File: src/rtl/disp_pkg.sv
// Shared constants, derived widths and FSM state type for the stereo disparity block.
package disp_pkg;

    localparam int COLS   = 79;
    localparam int ROWS   = 16;
    localparam int DMAX   = 31;

    localparam int PIX_W  = 3;
    localparam int PROF_W = 7;
    localparam int SAD_W  = 14;
    localparam int DISP_W = 5;
    localparam int ADDR_W = 11;
    localparam int COL_W  = 7;
    localparam int ROW_W  = 4;

    typedef enum logic [1:0] {
        IDLE,
        ACCUM,
        SEARCH,
        FINISH
    } state_t;

endpackage

File: src/rtl/column_profile.sv
// Column-sum profile of one camera buffer: accumulates pixels per column,
// with a combinational read port used by the disparity search.
module column_profile
    import disp_pkg::*;
(
    input  logic              clk,
    input  logic              reset,
    input  logic              clear,
    input  logic              valid,
    input  logic [COL_W-1:0]  col,
    input  logic [PIX_W-1:0]  pixel,
    input  logic [COL_W-1:0]  sel,
    output logic [PROF_W-1:0] prof
);

    logic [PROF_W-1:0] sums [COLS];

    // Clear on reset or new request, otherwise add the qualified pixel to its column
    always_ff @(posedge clk) begin
        if (reset || clear) begin
            for (int i = 0; i < COLS; i++) begin
                sums[i] <= '0;
            end
        end else if (valid) begin
            sums[col] <= sums[col] + PROF_W'(pixel);
        end
    end

    assign prof = sums[sel];

endmodule

File: src/rtl/stereo_disparity_calc.sv
// Reads both calc RAMs into column profiles, then searches disparities
// 0..DMAX by SAD over columns DMAX..COLS-1 and reports the best one.
module stereo_disparity_calc
    import disp_pkg::*;
#(
    parameter int COLS   = disp_pkg::COLS,
    parameter int ROWS   = disp_pkg::ROWS,
    parameter int DMAX   = disp_pkg::DMAX,
    parameter int ADDR_W = disp_pkg::ADDR_W
) (
    input  logic              sysclk,
    input  logic              reset,
    input  logic              start,
    output logic [ADDR_W-1:0] rdaddr,
    input  logic [2:0]        q_left,
    input  logic [2:0]        q_right,
    output logic              busy,
    output logic              done,
    output logic [4:0]        disparity,
    output logic [13:0]       min_sad
);

    state_t state, state_nxt;

    logic [ROW_W-1:0]  row;
    logic [COL_W-1:0]  col;
    logic [COL_W-1:0]  col_d;
    logic              issue;
    logic              valid_d;
    logic              clear;

    logic [COL_W-1:0]  c;
    logic [DISP_W-1:0] d;
    logic [COL_W-1:0]  rcol;
    logic [SAD_W-1:0]  sad_acc;
    logic [SAD_W-1:0]  sad_sum;
    logic [SAD_W-1:0]  best_sad;
    logic [DISP_W-1:0] best_d;
    logic [PROF_W-1:0] pl;
    logic [PROF_W-1:0] pr;
    logic              last_c;
    logic              last_d;
    logic              better;

    function automatic logic [PROF_W-1:0] abs_diff(input logic [PROF_W-1:0] a,
                                                   input logic [PROF_W-1:0] b);
        return (a >= b) ? (a - b) : (b - a);
    endfunction

    assign clear   = (state == IDLE) && start;
    assign rcol    = c - {{(COL_W-DISP_W){1'b0}}, d};
    assign sad_sum = sad_acc + SAD_W'(abs_diff(pl, pr));
    assign last_c  = (c == COL_W'(COLS - 1));
    assign last_d  = (d == DISP_W'(DMAX));
    assign better  = (sad_sum < best_sad);

    column_profile u_left (
        .clk   (sysclk),
        .reset (reset),
        .clear (clear),
        .valid (valid_d),
        .col   (col_d),
        .pixel (q_left),
        .sel   (c),
        .prof  (pl)
    );

    column_profile u_right (
        .clk   (sysclk),
        .reset (reset),
        .clear (clear),
        .valid (valid_d),
        .col   (col_d),
        .pixel (q_right),
        .sel   (rcol),
        .prof  (pr)
    );

    // State register
    always_ff @(posedge sysclk) begin
        if (reset) state <= IDLE;
        else       state <= state_nxt;
    end

    // Next-state logic; ACCUM ends on the drain cycle after the last address
    always_comb begin
        state_nxt = state;
        case (state)
            IDLE:    if (start) state_nxt = ACCUM;
            ACCUM:   if (!issue) state_nxt = SEARCH;
            SEARCH:  if (last_c && last_d) state_nxt = FINISH;
            FINISH:  state_nxt = IDLE;
            default: state_nxt = IDLE;
        endcase
    end

    // Status outputs decoded from state
    always_comb begin
        busy = (state == ACCUM) || (state == SEARCH);
        done = (state == FINISH);
    end

    // Address generation, SAD accumulation, best tracking and result registers
    always_ff @(posedge sysclk) begin
        if (reset) begin
            rdaddr    <= '0;
            row       <= '0;
            col       <= '0;
            col_d     <= '0;
            issue     <= 1'b0;
            valid_d   <= 1'b0;
            c         <= COL_W'(DMAX);
            d         <= '0;
            sad_acc   <= '0;
            best_sad  <= '0;
            best_d    <= '0;
            disparity <= '0;
            min_sad   <= '0;
        end else begin
            valid_d <= issue;
            col_d   <= col;
            case (state)
                IDLE: begin
                    if (start) begin
                        rdaddr <= '0;
                        row    <= '0;
                        col    <= '0;
                        issue  <= 1'b1;
                    end
                end
                ACCUM: begin
                    if (issue) begin
                        if (col == COL_W'(COLS - 1)) begin
                            col <= '0;
                            row <= row + 1'b1;
                        end else begin
                            col <= col + 1'b1;
                        end
                        if ((col == COL_W'(COLS - 1)) && (row == ROW_W'(ROWS - 1))) begin
                            issue  <= 1'b0;
                            rdaddr <= '0;
                        end else begin
                            rdaddr <= rdaddr + 1'b1;
                        end
                    end else begin
                        c        <= COL_W'(DMAX);
                        d        <= '0;
                        sad_acc  <= '0;
                        best_sad <= '1;
                        best_d   <= '0;
                    end
                end
                SEARCH: begin
                    if (last_c) begin
                        sad_acc <= '0;
                        c       <= COL_W'(DMAX);
                        d       <= d + 1'b1;
                        if (better) begin
                            best_sad <= sad_sum;
                            best_d   <= d;
                        end
                        if (last_d) begin
                            disparity <= better ? d : best_d;
                            min_sad   <= better ? sad_sum : best_sad;
                        end
                    end else begin
                        sad_acc <= sad_sum;
                        c       <= c + 1'b1;
                    end
                end
                default: ;
            endcase
        end
    end

endmodule
File: config.mk
export PLATFORM = sky130hd
export DESIGN_NAME = stereo_disparity_calc
export DESIGN_NICKNAME = d
export VERILOG_FILES = /design/src/rtl/disp_pkg.sv /design/src/rtl/column_profile.sv /design/src/rtl/stereo_disparity_calc.sv
export SDC_FILE = /design/constraint.sdc
export NUM_CORES = 2
export LEC_CHECK = 0
export ABC_AREA = 1
export BUFFER_PORTS_ARGS = -buffer_cell sky130_fd_sc_hd__buf_4
export CELL_PAD_IN_SITES_DETAIL_PLACEMENT = 1
export CELL_PAD_IN_SITES_GLOBAL_PLACEMENT = 1
export CORE_MARGIN = 2
export CORE_UTILIZATION = 40
export CTS_CLUSTER_DIAMETER = 100
export DETAILED_ROUTE_END_ITERATION = 7
export PLACE_DENSITY = 0.74
export SLEW_MARGIN = 10
export SYNTH_ARGS = -nofsm -noshare
export SYNTH_HDL_FRONTEND = slang
export SYNTH_HIERARCHICAL = 1
export SYNTH_SLANG_ARGS = --single-unit
File: constraint.sdc
create_clock -name sysclk -period 7.7 [get_ports sysclk]
set_clock_uncertainty 0.15 [all_clocks]
set_input_delay 0.385 -clock sysclk [delete_from_list [all_inputs] [get_ports sysclk]]
set_output_delay 0.385 -clock sysclk [all_outputs]
set_load 0.1 [all_outputs]
-- Word level (Yosys, flattened, before mapping)
Memory sizes are Yosys's and may differ from the RTL's. A register that Yosys moved wholly into a read port is not among the register bits.
Index checks and enable logic that the tools add are counted.
- register bits after elaboration: 97
- RAM bits: 1106
- input port bits: 9
- output and inout port bits: 32
- word-level logic and storage cells: 111
- memories: 2
- add/subtract/negate cells: 11
- $lt $le $gt $ge: 2
- equality and inequality tests: 13
- mux-type cells: 52
- reduce and logical (&&, ||, !) cells: 17
- memories (name ; depth ; width ; rd ports ; clocked after Yosys merged registers in ; wr ports ; line ; text):
    u_left.sums ; 79 ; 7 ; 2 ; 2 ; 79 ; column_profile.sv:16 ; logic [PROF_W-1:0] sums [COLS];
    u_right.sums ; 79 ; 7 ; 2 ; 1 ; 79 ; column_profile.sv:16 ;
- operators by type and width (cell ; number):
    $mux 7 ; 14
    $mux 14 ; 5
    $pmux 14 s2 ; 2
    $mux 11 ; 3
    $pmux 7 s2 ; 2
    $pmux 11 s2 ; 1
    $mux 5 ; 4
    $pmux 5 s2 ; 2
    $add 14x7->14 ; 1
    $add 7x1->7 const B ; 2
    $add 7x3->7 ; 2
    $eq 7x7->1 const B ; 2
    $lt 14x14->1 ; 1
    $reduce_or 7->1 ; 2
    $sub 7x7->7 ; 2
    $mux 4 ; 3
    $reduce_and 3->1 ; 4
    $add 11x1->11 const B ; 1
    $mux 1 ; 10
    $ne 2x2->1 const B ; 5
    $pmux 2 s4 ; 1
    $pmux 4 s2 ; 1
    $ge 7x7->1 ; 1
    $sub 7x5->7 ; 1
    15 further kinds ; 23

-- Depth between registers and ports, before layout
An unclocked memory read counts as a cell.
- depth after elaboration: 9
- mapped depth: 52
- depth with buffers taken out: 48

-- Cells and area by module
The synthesis kept the hierarchy.
- by module, submodules not included (module ; times used ; cells each ; area an instance (um^2) ; seq. area each (um^2)):
    column_profile ; 2 ; 5536 ; 47250.3 ; 26905.8
    stereo_disparity_calc ; 1 ; 909 ; 6170.9 ; 1941.9

-- Worst setup path before layout
No wires, ideal clock.
- kind: register to register
- from: register c[0]
- to: register best_sad[6]
- setup time: 0.126 ns
- arrival time: 5.917 ns
- path slack: 1.507 ns
- cell stages (with the launch flop): 45
- buffers on the path: 5
- period minus slack after synthesis: 6.193 ns
- cell sequence: dfxtp_1 > inv_1 > ha_1 > fa_1 > inv_1 > clkbuf_1 > clkbuf_1 > buf_1 > a21oi_1 > o21ai_0 > o21ai_0 > o21ai_0 > o221ai_1 > nand3_1 > nand2_1 > nand2_1 > nand2_1 > ha_1 > [9 not listed] > nand2_1 > nand2_1 > nand2_1 > or2_2 > nand2_1 > nand2_1 > and2_1 > ha_1 > nand2_1 > inv_1 > nand3_1 > nor2_1 > nand2_1 > nand2_1 > buf_2 > nand2_1 > o21ai_0 > a21oi_1
- word-level cells in the longest chain between the ends: 9
- elaborated cells on any way between the ends: 14
- ends and longest elaborated chain (element ; line ; text):
    start: declaration ; stereo_disparity_calc.sv:32 ; logic [COL_W-1:0] c;
    start signal: assignment ; stereo_disparity_calc.sv:112 ; c <= COL_W'(DMAX);
    start signal: assignment ; stereo_disparity_calc.sv:146 ; c <= COL_W'(DMAX);
    start signal: assignment ; stereo_disparity_calc.sv:156 ; c <= COL_W'(DMAX);
    $sub 7x5->7 (*) ; stereo_disparity_calc.sv:51 ; assign rcol = c - {{(COL_W-DISP_W){1'b0}}, d};
    via rcol[1] ; stereo_disparity_calc.sv:34 ; logic [COL_W-1:0] rcol;
    $mem_v2 79x7 (*) ; - ;
    via pr[4] ; stereo_disparity_calc.sv:40 ; logic [PROF_W-1:0] pr;
    $sub 7x7->7 or $ge 7x7->1 (tied branches) ; stereo_disparity_calc.sv:47 ; return (a >= b) ? (a - b) : (b - a);
    $mux 7 (*) ; stereo_disparity_calc.sv:47 ;
    $add 14x7->14 (*) ; stereo_disparity_calc.sv:52 ; assign sad_sum = sad_acc + SAD_W'(abs_diff(pl, pr));
    $lt 14x14->1 ; stereo_disparity_calc.sv:55 ; assign better = (sad_sum < best_sad);
    $mux 14 (*) ; stereo_disparity_calc.sv:158 ; if (better) begin
    $mux 14 (*) ; stereo_disparity_calc.sv:154 ; if (last_c) begin
    $pmux 14 s2 (*) ; stereo_disparity_calc.sv:122 ; case (state)
    end signal: assignment ; stereo_disparity_calc.sv:159 ; best_sad <= sad_sum;
    end: declaration ; stereo_disparity_calc.sv:37 ; logic [SAD_W-1:0] best_sad;
The timed path passes the listed nets; every way through them passes the cells marked *. The select of a mux whose other input is x is not followed.
A chain may end at the register's enable or synchronous reset.

-- Final worst setup path
- from: register c[0]
- to: register disparity[0]
- word-level cells in the longest chain between the ends: 7
- elaborated cells on any way between the ends: 11
- ends and longest elaborated chain (element ; line ; text):
    $sub 7x5->7 (*) ; stereo_disparity_calc.sv:51 ;
    via rcol[2] ; stereo_disparity_calc.sv:34 ;
    $mem_v2 79x7 (*) ; - ;
    via pr[1] ; stereo_disparity_calc.sv:40 ;
    $sub 7x7->7 or $ge 7x7->1 (tied branches) ; stereo_disparity_calc.sv:47 ;
    $mux 7 (*) ; stereo_disparity_calc.sv:47 ;
    $add 14x7->14 (*) ; stereo_disparity_calc.sv:52 ;
    $lt 14x14->1 (*) ; stereo_disparity_calc.sv:55 ;
    $mux 5 (*) ; - ;
    end signal: assignment ; stereo_disparity_calc.sv:163 ; disparity <= better ? d : best_d;
    end: declaration ; stereo_disparity_calc.sv:19 ; output logic [4:0] disparity,
The timed path passes the listed nets; every way through them passes the cells marked *.

==> reports/metrics.yaml <==
die:
  rows: 184
  fp.dieW_um: 506
  io_pins: 41
  start_util_pct: 40.2
  dieArea_um2: 256000
  core_area_um2: 251000
  fp.dieH_um: 506
logic_synthesis:
  synth_area_leaders: "edfxtp_1 53%, nor2_1 11%, nand2_1 8.4%"
  netlist.area_leader.share_pct: 53.5
  synthFlopType: "edfxtp_1"
  netlist_top_cells_count: "2,830 x nor2_1, 2,251 x nand2_1, 1,792 x edfxtp_1"
  synthArstFlopShare_pct: 0
  syn-num-nets: 12053
  post_synth_num_cell_types: 57
  syn_area_per_cell_um2: 8.40
  synth_edf_count: 1792
  yosys.area.top_type: "edfxtp_1"
  ys_warn_count: 6
  post-synth-top-count-cell: "nor2_1"
  ys_ff_latch: 1889
  syn_area_um2: 101000
  synth_seq_area_share_pct: 55.4
  postSynthCellCount: 11981
clock_tree:
  cts_buffers: 212
  clockRootBuffer: "clkbuf_16"
  htree_levels: 4
  cts_sinks: 1889
  clk_latency_ns: 0.94
  clkSlewWorstSetupHoldPaths_ns: 0.07
  cts_tree: "built"
  cts_max_path_buffers: 3
layout:
  areaGrowthSynthToFinish_pct: 12.3
  drive_gt1_share_pct: 8.00
  finalInstanceArea_um2: 113000
  fillerInstances: 29258
  finalNetCount: 11857
power:
  ir_drop_uv: 415
  powerDensity_nw_per_um2: 400
  finalPower_uw: 45200
  leakage_uw: 0.0436
worst_hold_path:
  hold_path.class: "in2reg"
sta:
  relSlewSlack_pct: 11.9
  whs_ns: 0.216
  setup_viol: 0
  period_needed_ns: 7.41
  hold_viol: 0
  fin_tns_setup_ns: 0
  finalCritPeriodShare_pct: 96.2
  maxSlewViolCount: 0
  fin_ws_ns: 0.292
  worst_slew_pin_slew_ns: 1.32
  max_freq_mhz: 135
critical_path:
  cp-end-kind: "register"
  slowest_delay_ns: 0.43
  path_class: "reg2reg"
  start_kind: "register"
  cp.required_ns: 8.36
  worstPathMaxFanout: 39
  arrival_ns: 8.07
  crit_slowest_cell: "fa_2"
  cp_common_cell: "nand2_1"
global_route:
  antenna_found_initial: 25
  grt_max_degree: 148
  overflow: 0
  grt_pass1_wl_um: 624000
  grt_pass1_vias: 94492
  grt_usage_pct: 32.4
flow_run:
  drv_cap: 0
routing:
  dr.pass1.iters: 8
  m1WireLength_um: 168000
  drc: 0
  dr.max_layer_used: "met5"
  vias: 94339
  routed_wl_um: 432000
  ant_nets: 0
  via_per_inst: 6.15
  dr_wl_met3_um: 49800
  routedWlPerCell_um: 28.2
  drt_iter0_drc: 12338
  met2_length_um: 192000
placement:
  port_buffers: 40
  detailedPlacementHpwl_um: 280000
  place_worst_setup_slack_ns: 0.00786
  gp_congestion: 0.962
  post_dp_cell_area_um2: 106000
outcome:
  status: "finished, final reports clean"
-- through the flow --
step / util [%] / std cells
after floorplan: - / 11981
after global placement: 42.1 / 14910
after detailed placement: 42.1 / 14910
after CTS: 44.9 / 15310
after global routing: 45.1 / 15318
final: 45.1 / 15331
-- cell families (layout without fill, tap and decap cells) --
| kind of cell | count (synthesis) | after routing | share of synthesized area [%] |
|---|---|---|---|
| fa+ha+maj | 63 | 63 | 0.828 |
| simple gates | 5803 | 5803 | 22.9 |
| buf+inv | 1707 | 1695 | 6.69 |
| xor+xnor | 32 | 32 | 0.293 |
| compound gates | 2487 | 2487 | 13.9 |
| other cells | 0 | 14 | 0 |
| flops | 1889 | 1889 | 55.4 |
-- registers in the layout, summed over array words and instances (netlist names) --
register / flops
best_d: 5
best_sad: 14
c: 7
col: 7
col_d: 7
d: 5
disparity: 5
issue: 1
min_sad: 14
rdaddr: 11
row: 4
sad_acc: 14
state: 2
u_left/sums: 896
u_right/sums: 896
valid_d: 1
-- layer usage --
| layer | global-route usage (%) | up-vias |
|---|---|---|
| met5 | 0 | - |
| met4 | 14.7 | 37 |
| met3 | 8.45 | 1299 |
| met2 | 50.4 | 5719 |
| met1 | 42.3 | 47240 |
| li1 | - | 40044 |
-- power breakdown --
part,internal [µW],switching (µW),total (µW)
Clock,5810,4540,10300
Sequential,13100,668,13800
Combinational,5960,15100,21100
-- layout by cell type (no fill, tap or decap), drive strengths merged, types with 92 or more instances in the layout --
master,n
inv,886
nand3,475
buf,389
clkbuf,265
o21ai,1529
o22ai,216
dfxtp,97
or2,118
nor2,2838
a21oi,327
clkinv,122
nand2,2255
a22oi,92
edfxtp,1792
-- final cells by class --
type / count / area (µm²) / area share (%)
flip-flops and latches: 1889 / 55800 / 49.3
multi-input cells: 8385 / 38700 / 34.2
clock buffers: 260 / 5550 / 4.91
well taps: 3348 / 4190 / 3.70
repair buffers: 396 / 3940 / 3.48
inverters: 900 / 3470 / 3.07
clock inverters: 138 / 1430 / 1.26
diodes: 14 / 35.0 / 0.0310
repair inverters: 1 / 8.76 / 0.00775
-- worst max-delay path: cells and delay by family, from the launching register on --
family	cells	cell delay, ns
AOI/OAI and AO/OA	5	0.79
buffers and inverters	10	1.31
DFF	1	0.35
adders and majority gates	5	1.62
xor gates and xnor gates	1	0.38
and+or+nand+nor	22	2.66
-- repair_timing --
| item | in CTS | in global routing |
|---|---|---|
| endpoints found under the setup margin | 1 | 38 |
| hold buffers | 2 | 0 |
| hold endpoints to repair | 49 | 0 |
| cloned | 0 | 6 |
| pin swaps | 0 | 9 |
| resized for setup | 1 | 63 |
| setup buffers | 0 | 1 |
-- worst paths after layout --
check	startpoint	end	slack, ns	depth (start not counted)
worst max register to register	c[0]$_SDFFE_PP1P_	disparity[0]$_SDFFE_PP0P_	0.29	43
worst min-delay path	q_left[0]	u_left/sums[8][0]$_SDFFCE_PN0P_	0.22	4
worst min register to register	row[3]$_SDFFE_PP0P_	row[3]$_SDFFE_PP0P_	0.33	2
worst max-delay path	c[0]$_SDFFE_PP1P_	disparity[0]$_SDFFE_PP0P_	0.29	43
Note: power is estimated with default switching activity, not from simulation.
